--- src/rtl/store_byte_merge_pkg.sv ---
// store_byte_merge_pkg: store sizes, data width and state encodings for the store merge path
package store_byte_merge_pkg;
  localparam int DATA_W = 16;
  localparam logic SIZE_BYTE = 1'b0;
  localparam logic SIZE_HALF = 1'b1;
  typedef enum logic [2:0] {
    IDLE    = 3'd0,
    ERR     = 3'd1,
    RD      = 3'd2,
    RD_WAIT = 3'd3,
    WR      = 3'd4,
    DONE    = 3'd5
  } state_t;
endpackage

--- src/rtl/store_byte_merge_byte_lane_merge.sv ---
// byte_lane_merge: replaces one byte lane of a 16-bit word with a new byte
module byte_lane_merge
  import store_byte_merge_pkg::*;
(
  input  logic [DATA_W-1:0] old_word,
  input  logic [7:0]        new_byte,
  input  logic              lane,
  output logic [DATA_W-1:0] merged
);
  assign merged = lane ? {new_byte, old_word[7:0]} : {old_word[15:8], new_byte};
endmodule

--- src/rtl/store_byte_merge.sv ---
// store_byte_merge: byte/halfword stores into 16-bit word memory, read-modify-write for bytes
module store_byte_merge
  import store_byte_merge_pkg::*;
#(
  parameter int ADDR_W = 8
) (
  input  logic              clk,
  input  logic              rst_n,
  input  logic              st_valid,
  output logic              st_ready,
  input  logic [ADDR_W-1:0] st_addr,
  input  logic [DATA_W-1:0] st_data,
  input  logic              st_size,
  output logic              done,
  output logic              misaligned,
  output logic [ADDR_W-2:0] mem_addr,
  output logic              mem_re,
  input  logic [DATA_W-1:0] mem_rdata,
  input  logic              mem_rvalid,
  output logic              mem_we,
  output logic [DATA_W-1:0] mem_wdata,
  input  logic              mem_wack
);
  state_t state, state_nx;
  logic [ADDR_W-1:0] addr_q;
  logic [7:0] byte_q;
  logic [DATA_W-1:0] wdata_q, merged;
  logic hs;
  assign hs = st_valid && st_ready;
  byte_lane_merge u_merge (
    .old_word(mem_rdata),
    .new_byte(byte_q),
    .lane(addr_q[0]),
    .merged(merged)
  );
  always_comb begin
    state_nx = state;
    case (state)
      IDLE:    state_nx = !hs ? IDLE : st_size == SIZE_HALF ? (st_addr[0] ? ERR : WR) : RD;
      RD:      state_nx = RD_WAIT;
      RD_WAIT: state_nx = mem_rvalid ? WR : RD_WAIT;
      WR:      state_nx = mem_wack ? DONE : WR;
      default: state_nx = IDLE;
    endcase
  end
  // halfword data is latched as the write word; byte stores overwrite it with the merge result
  always_ff @(posedge clk or negedge rst_n) begin
    if (!rst_n) begin
      state   <= IDLE;
      addr_q  <= '0;
      byte_q  <= '0;
      wdata_q <= '0;
    end else begin
      state <= state_nx;
      if (hs) begin
        addr_q  <= st_addr;
        byte_q  <= st_data[7:0];
        wdata_q <= st_data;
      end else if (state == RD_WAIT && mem_rvalid) begin
        wdata_q <= merged;
      end
    end
  end
  assign st_ready   = state == IDLE;
  assign misaligned = state == ERR;
  assign mem_re     = state == RD;
  assign mem_we     = state == WR;
  assign done       = state == DONE;
  assign mem_addr   = addr_q[ADDR_W-1:1];
  assign mem_wdata  = wdata_q;
endmodule

--- config.mk ---
export PLATFORM = sky130hd
export DESIGN_NAME = store_byte_merge
export DESIGN_NICKNAME = d
export VERILOG_FILES = /design/src/rtl/store_byte_merge_pkg.sv /design/src/rtl/store_byte_merge_byte_lane_merge.sv /design/src/rtl/store_byte_merge.sv
export SDC_FILE = /design/constraint.sdc
export NUM_CORES = 1
export LEC_CHECK = 0
export BUFFER_PORTS_ARGS = -buffer_cell sky130_fd_sc_hd__buf_4
export CORE_ASPECT_RATIO = 0.75
export CORE_MARGIN = 8
export CORE_UTILIZATION = 42
export DETAILED_ROUTE_END_ITERATION = 10
export PLACE_DENSITY = 0.83
export RECOVER_POWER = 25
export SYNTH_ARGS = -nofsm -noshare
export SYNTH_HDL_FRONTEND = slang
export SYNTH_SLANG_ARGS = --single-unit
--- constraint.sdc ---
create_clock -name clk -period 1.8 [get_ports clk]
set_input_delay 0.27 -clock clk [delete_from_list [all_inputs] [get_ports clk]]
set_output_delay 0.27 -clock clk [all_outputs]
set_load 0.02 [all_outputs]
Word level (Yosys, flattened, before mapping)
Cells that the tools add are included.
{ "word_totals": {"word_cells": 22, "mem_count": 0, "ff_bits": 35, "latch_bits": 0, "out_inout_bits": 28, "mem_bits_rw": 0, "mem_bits_ro": 0} }
{ "classes": {"muxes": 9, "eq_ne": 5, "reduce_logical": 4, "n_div": 0, "shift": 0, "bitwise_logic": 0, "magnitude_cmp": 0, "n_mul": 0, "add_sub_neg": 0} }
{ "op_table": {"columns": ["cell", "n"], "rows": [
  ["16-bit two-way mux", 3],
  ["3-bit two-way mux", 4],
  ["3-bit case mux with 4 select lines", 1],
  ["3-bit by 2-bit equality test with 1-bit output (second input constant)", 2],
  ["3-bit equality test (second input constant)", 2],
  ["3-bit by 1-bit equality test with 1-bit output (second input constant)", 1],
  ["3-bit zero test", 1],
  ["1-bit logical AND", 2],
  ["2-bit nonzero test", 1],
  ["1-bit two-way mux", 1]
]} }

Logic depth before layout (Yosys ltp)
{ "logic_depth": {"depth_word": 4, "mapped_depth": 6, "ltp_nobuf": 3} }

Cells and area by module
Synthesis repeated with hierarchy kept, for this count alone.
{ "hier_totals": {"cells_unflattened": 179, "area_unflattened_um2": 1871.8} }
{ "modules_own_cells": {"columns": ["module", "seq_area_each_um2", "area_each_um2", "cells_each", "instances"], "rows": [
  ["store_byte_merge", 875.8, 1622.8, 161, 1],
  ["byte_lane_merge", 0.0, 249.0, 18, 1]
]} }

Worst setup path before layout
No wires, ideal clock.
{ "synth_path": {"kind": "register to register", "from": "reg state[2]", "to": "reg wdata_q[10] (netlist: mem_wdata[10])", "path_slack_ps": 17, "n_path_buf": 3, "path_stages_with_launch": 7, "period_less_slack_ps": 1783, "required_ps": 1674, "arrival_time_ps": 1658, "cell_sequence": "dfrtp_1 buf_6 or4b_4 buf_6 and2_4 buf_6 a221o_1"} }
{ "synth_via": {"elab_chain_len": 3} }
{ "synth_lines": {"columns": ["element", "line", "source"], "rows": [
  ["start: declaration", "store_byte_merge.sv:24", "state_t state, state_nx;"],
  ["start signal: assignment", "store_byte_merge.sv:54", "state <= state_nx;"],
  ["3-bit by 2-bit equality test with 1-bit output / 3-bit zero test (equally long branches)", "store_byte_merge.sv:59, store_byte_merge.sv:64", null],
  ["1-bit logical AND (on tied branches)", "store_byte_merge.sv:59, store_byte_merge.sv:29", null],
  ["2-bit nonzero test (no line) / 16-bit two-way mux (equally long branches)", null, null],
  ["end signal: assignment", "store_byte_merge.sv:58", "wdata_q <= st_data;"],
  ["end signal: assignment", "store_byte_merge.sv:60", "wdata_q <= merged;"],
  ["end: declaration", "store_byte_merge.sv:27", "logic [DATA_W-1:0] wdata_q, merged;"]
]} }
Parallel ways exist; a longest one is shown, timed or not.
A chain may end at the register's enable or synchronous reset.

Worst setup path after layout
{ "layout_path": {"from": "reg state[0]", "to": "out mem_we"} }
{ "layout_via": {"elab_chain_len": 1} }
{ "layout_lines": {"columns": ["element", "line", "source"], "rows": [
  ["3-bit equality test", "store_byte_merge.sv:67", "assign mem_we = state == WR;"],
  ["end: declaration", "store_byte_merge.sv:20", "output logic mem_we,"]
]} }
No other way between the ends.

==> flow_summary.ini <==
[yosys]
synthAdderAreaFrac_pct = 0
synth_area_leaders = dfrtp_1, nand2_1, mux2i_1
syn_avg_cell_area_um2 = 10.2
synth_most_common_cell = nand2_1
ys_types = 24
synth_top_area_share_pct = 52.1
ys_async_sr_fraction_pct = 100
muxShareOfSynthArea_pct = 14.9
yosys_register_bits = 35
synth_top_family_by_area = simple AND/OR/NAND/NOR gates
yosys.area_share.simple_pct = 19.4
synthCells = 165
syn_nets = 211
synth_xor_area_share_pct = 0
synth_compound_area_share_pct = 8.71
synth_edf_count = 0
synth_commonest_cells = nand2_1, dfrtp_1, mux2i_1
netlist_area_mm2 = 0.00168
yosys_warnings = 0
synth_seq_area_share_pct = 52.1
synth_top_cell_by_area = dfrtp_1
ys.flop_type = dfrtp_1

[cts]
clock_sinks = 35
post_cts_resized = 0
numCtsBuffers = 5
clock_latency_ps = 280
cts_hold_buffers = 1
clockBufferDepth = 2
post_cts_buffers = 0
clk_pin_slew_ps = 70
h-tree-depth = 2
cts_tree = yes
root_buffer = clkbuf_8

[sta]
finalMaxSlewViolations = 0
max_slew.worst_pin.slew_ps = 827
worst_clock_skew_ps = 4.70
fmax_ghz = 0.591
worst_slack_ps = 108
relSlewSlack_pct = 44.9
fin_tns_setup_ps = 0
hold_viol = 0
rsz0062_at_grt = no
layout_min_cycle_time_ps = 1690
setup_viol = 0
fin_crit_sh_pct = 94.0

[place]
place.gp.congestion = 0.767
post-place-ws_ps = 282
place.port_buffers = 73
hpwl_mm = 3.28

[route]
drc = 0
ant_nets = 0
dr.first_iter.drc_count = 48
vias_per_cell = 4.79
first_pass_iters = 4
vias = 1419
drt-total-wl_mm = 4.37
wl_per_cell_um = 14.8

[floorplan]
dieArea_mm2 = 0.00631
fp-row-count = 20
core-area_mm2 = 0.00395
initial_core_util_pct = 42.5
die_y_um = 70.8
pin_count = 74
chipWidth_um = 89.1

[critical_path]
crit_path_end_kind = output pin
cp.arrival_ps = 1420
cp-start-kind = register
path_class = reg2out
worstPathMaxFanout = 9
cp.required_ps = 1530

[final_layout]
seq_area_um2 = 876
multi_input_area_um2 = 732
drive_above_1_share_pct = 40.7
nets = 286
nFillCells = 357
n_antenna_cell = 0
synthToLayoutAreaGrowth_pct = 42.8

[power]
p_comb_share_pct = 51.3
p_leak_nw = 1.27
p_per_area_mw_per_mm2 = 1710
p_clk_share_pct = 14.8
switching_share_pct = 39.0
max-vdd-ir-drop_v = 0.00101
p_seq_share_pct = 33.9
p_switching_mw = 1.60
p_int_mw = 2.50

[global_route]
grt_usage_pct = 14.6
gr-total-overflow = 0
grt_max_degree = 36
antenna_found_initial = 0
grt_pass1_vias = 1478
grt_pass1_wl_mm = 7.09

[run]
cap_violations = 0

[outcome]
outcome = finished clean

[worst_hold_path]
hold_path.class = in2reg
[kinds of logic (layout without fill, tap and decap cells)]
logic type / after synthesis / after routing
DFF: 35 / 35
buffers and inverters: 14 / 90
and+or+nand+nor: 72 / 72
AOI/OAI and AO/OA: 20 / 20
muxes: 24 / 24
[cell type report]
type,count,area share [%]
well taps,55,2.87
flip-flops and latches,35,36.5
repair buffers,81,25.8
clock buffers,8,4.17
multi-input cells,116,30.5
inverters,1,0.156
[path summary, 6_finish.rpt]
| kind | to | start | cells after the start | slack [ps] |
|---|---|---|---|---|
| worst max-delay path | mem_we | state[0] | 3 | 110 |
| worst min-delay path | addr_q[7] | st_addr[7] | 3 | 170 |
| worst max register to register | mem_wdata[13] | state[2] | 3 | 270 |
| worst min register to register | addr_q[3] | addr_q[3] | 2 | 480 |
| max in group asynchronous | mem_wdata[13] | rst_n | 2 | 660 |
| min in group asynchronous | addr_q[2] | rst_n | 2 | 630 |
[placed cells by master (no fill, tap or decap)]
cell type / count
o21ai_0: 9
and2_4: 1
a221o_1: 8
buf_12: 1
nor3b_1: 4
clkbuf_1: 1
or4b_4: 1
nand2_1: 51
inv_1: 1
mux2i_1: 16
nor2_1: 8
a21oi_1: 1
a32oi_1: 1
nor3_1: 1
buf_4: 78
dfrtp_1: 35
nand3_1: 1
nand4b_1: 1
dlygate4sd3_1: 1
clkbuf_2: 1
nand2b_1: 1
o21bai_1: 1
nor4b_4: 1
clkbuf_8: 7
nor2b_1: 2
mux2_2: 8
[routing by layer]
layer / up-vias / global-route usage, % / wire [um]
li1: 710 / - / -
met1: 666 / 18.0 / 1980
met2: 38 / 22.9 / 2070
met3: 5 / 5.44 / 273
met4: 0 / 4.41 / 44
met5: - / 0 / 0
[power groups by stage]
stage | Clock, mW | Combinational, mW | Sequential [mW]
after floorplan | 0 | 1.05 | 1.65
after global placement | 0 | 2.08 | 1.38
after detailed placement | 0 | 2.13 | 1.40
after CTS | 0.621 | 2.14 | 1.39
after global routing | 0.661 | 2.30 | 1.44
final | 0.607 | 2.11 | 1.39
[stage by stage]
step | utilization [%] | instance area, um^2 | hold WS [ps] | cells | power [mW]
after floorplan | - | 1680 | -25.6 | 165 | 2.71
after global placement | 58.0 | 2290 | 241 | 287 | 3.47
after detailed placement | 58.0 | 2290 | 243 | 287 | 3.53
after CTS | 60.8 | 2400 | 168 | 296 | 4.15
after global routing | 60.7 | 2400 | 171 | 296 | 4.40
final | 60.7 | 2400 | 174 | 296 | 4.11
[sequential cells by signal, indices dropped and copies added, names as in the netlist]
name       count
state          3
addr_q         8
mem_wdata     16
byte_q         8
[worst max-delay path: stages, from the launching register on]
cell	delay [ps]
dfrtp_1	380
buf_4	170
nor3b_1	370
buf_4	220
Power figures use the tool's default switching activity.
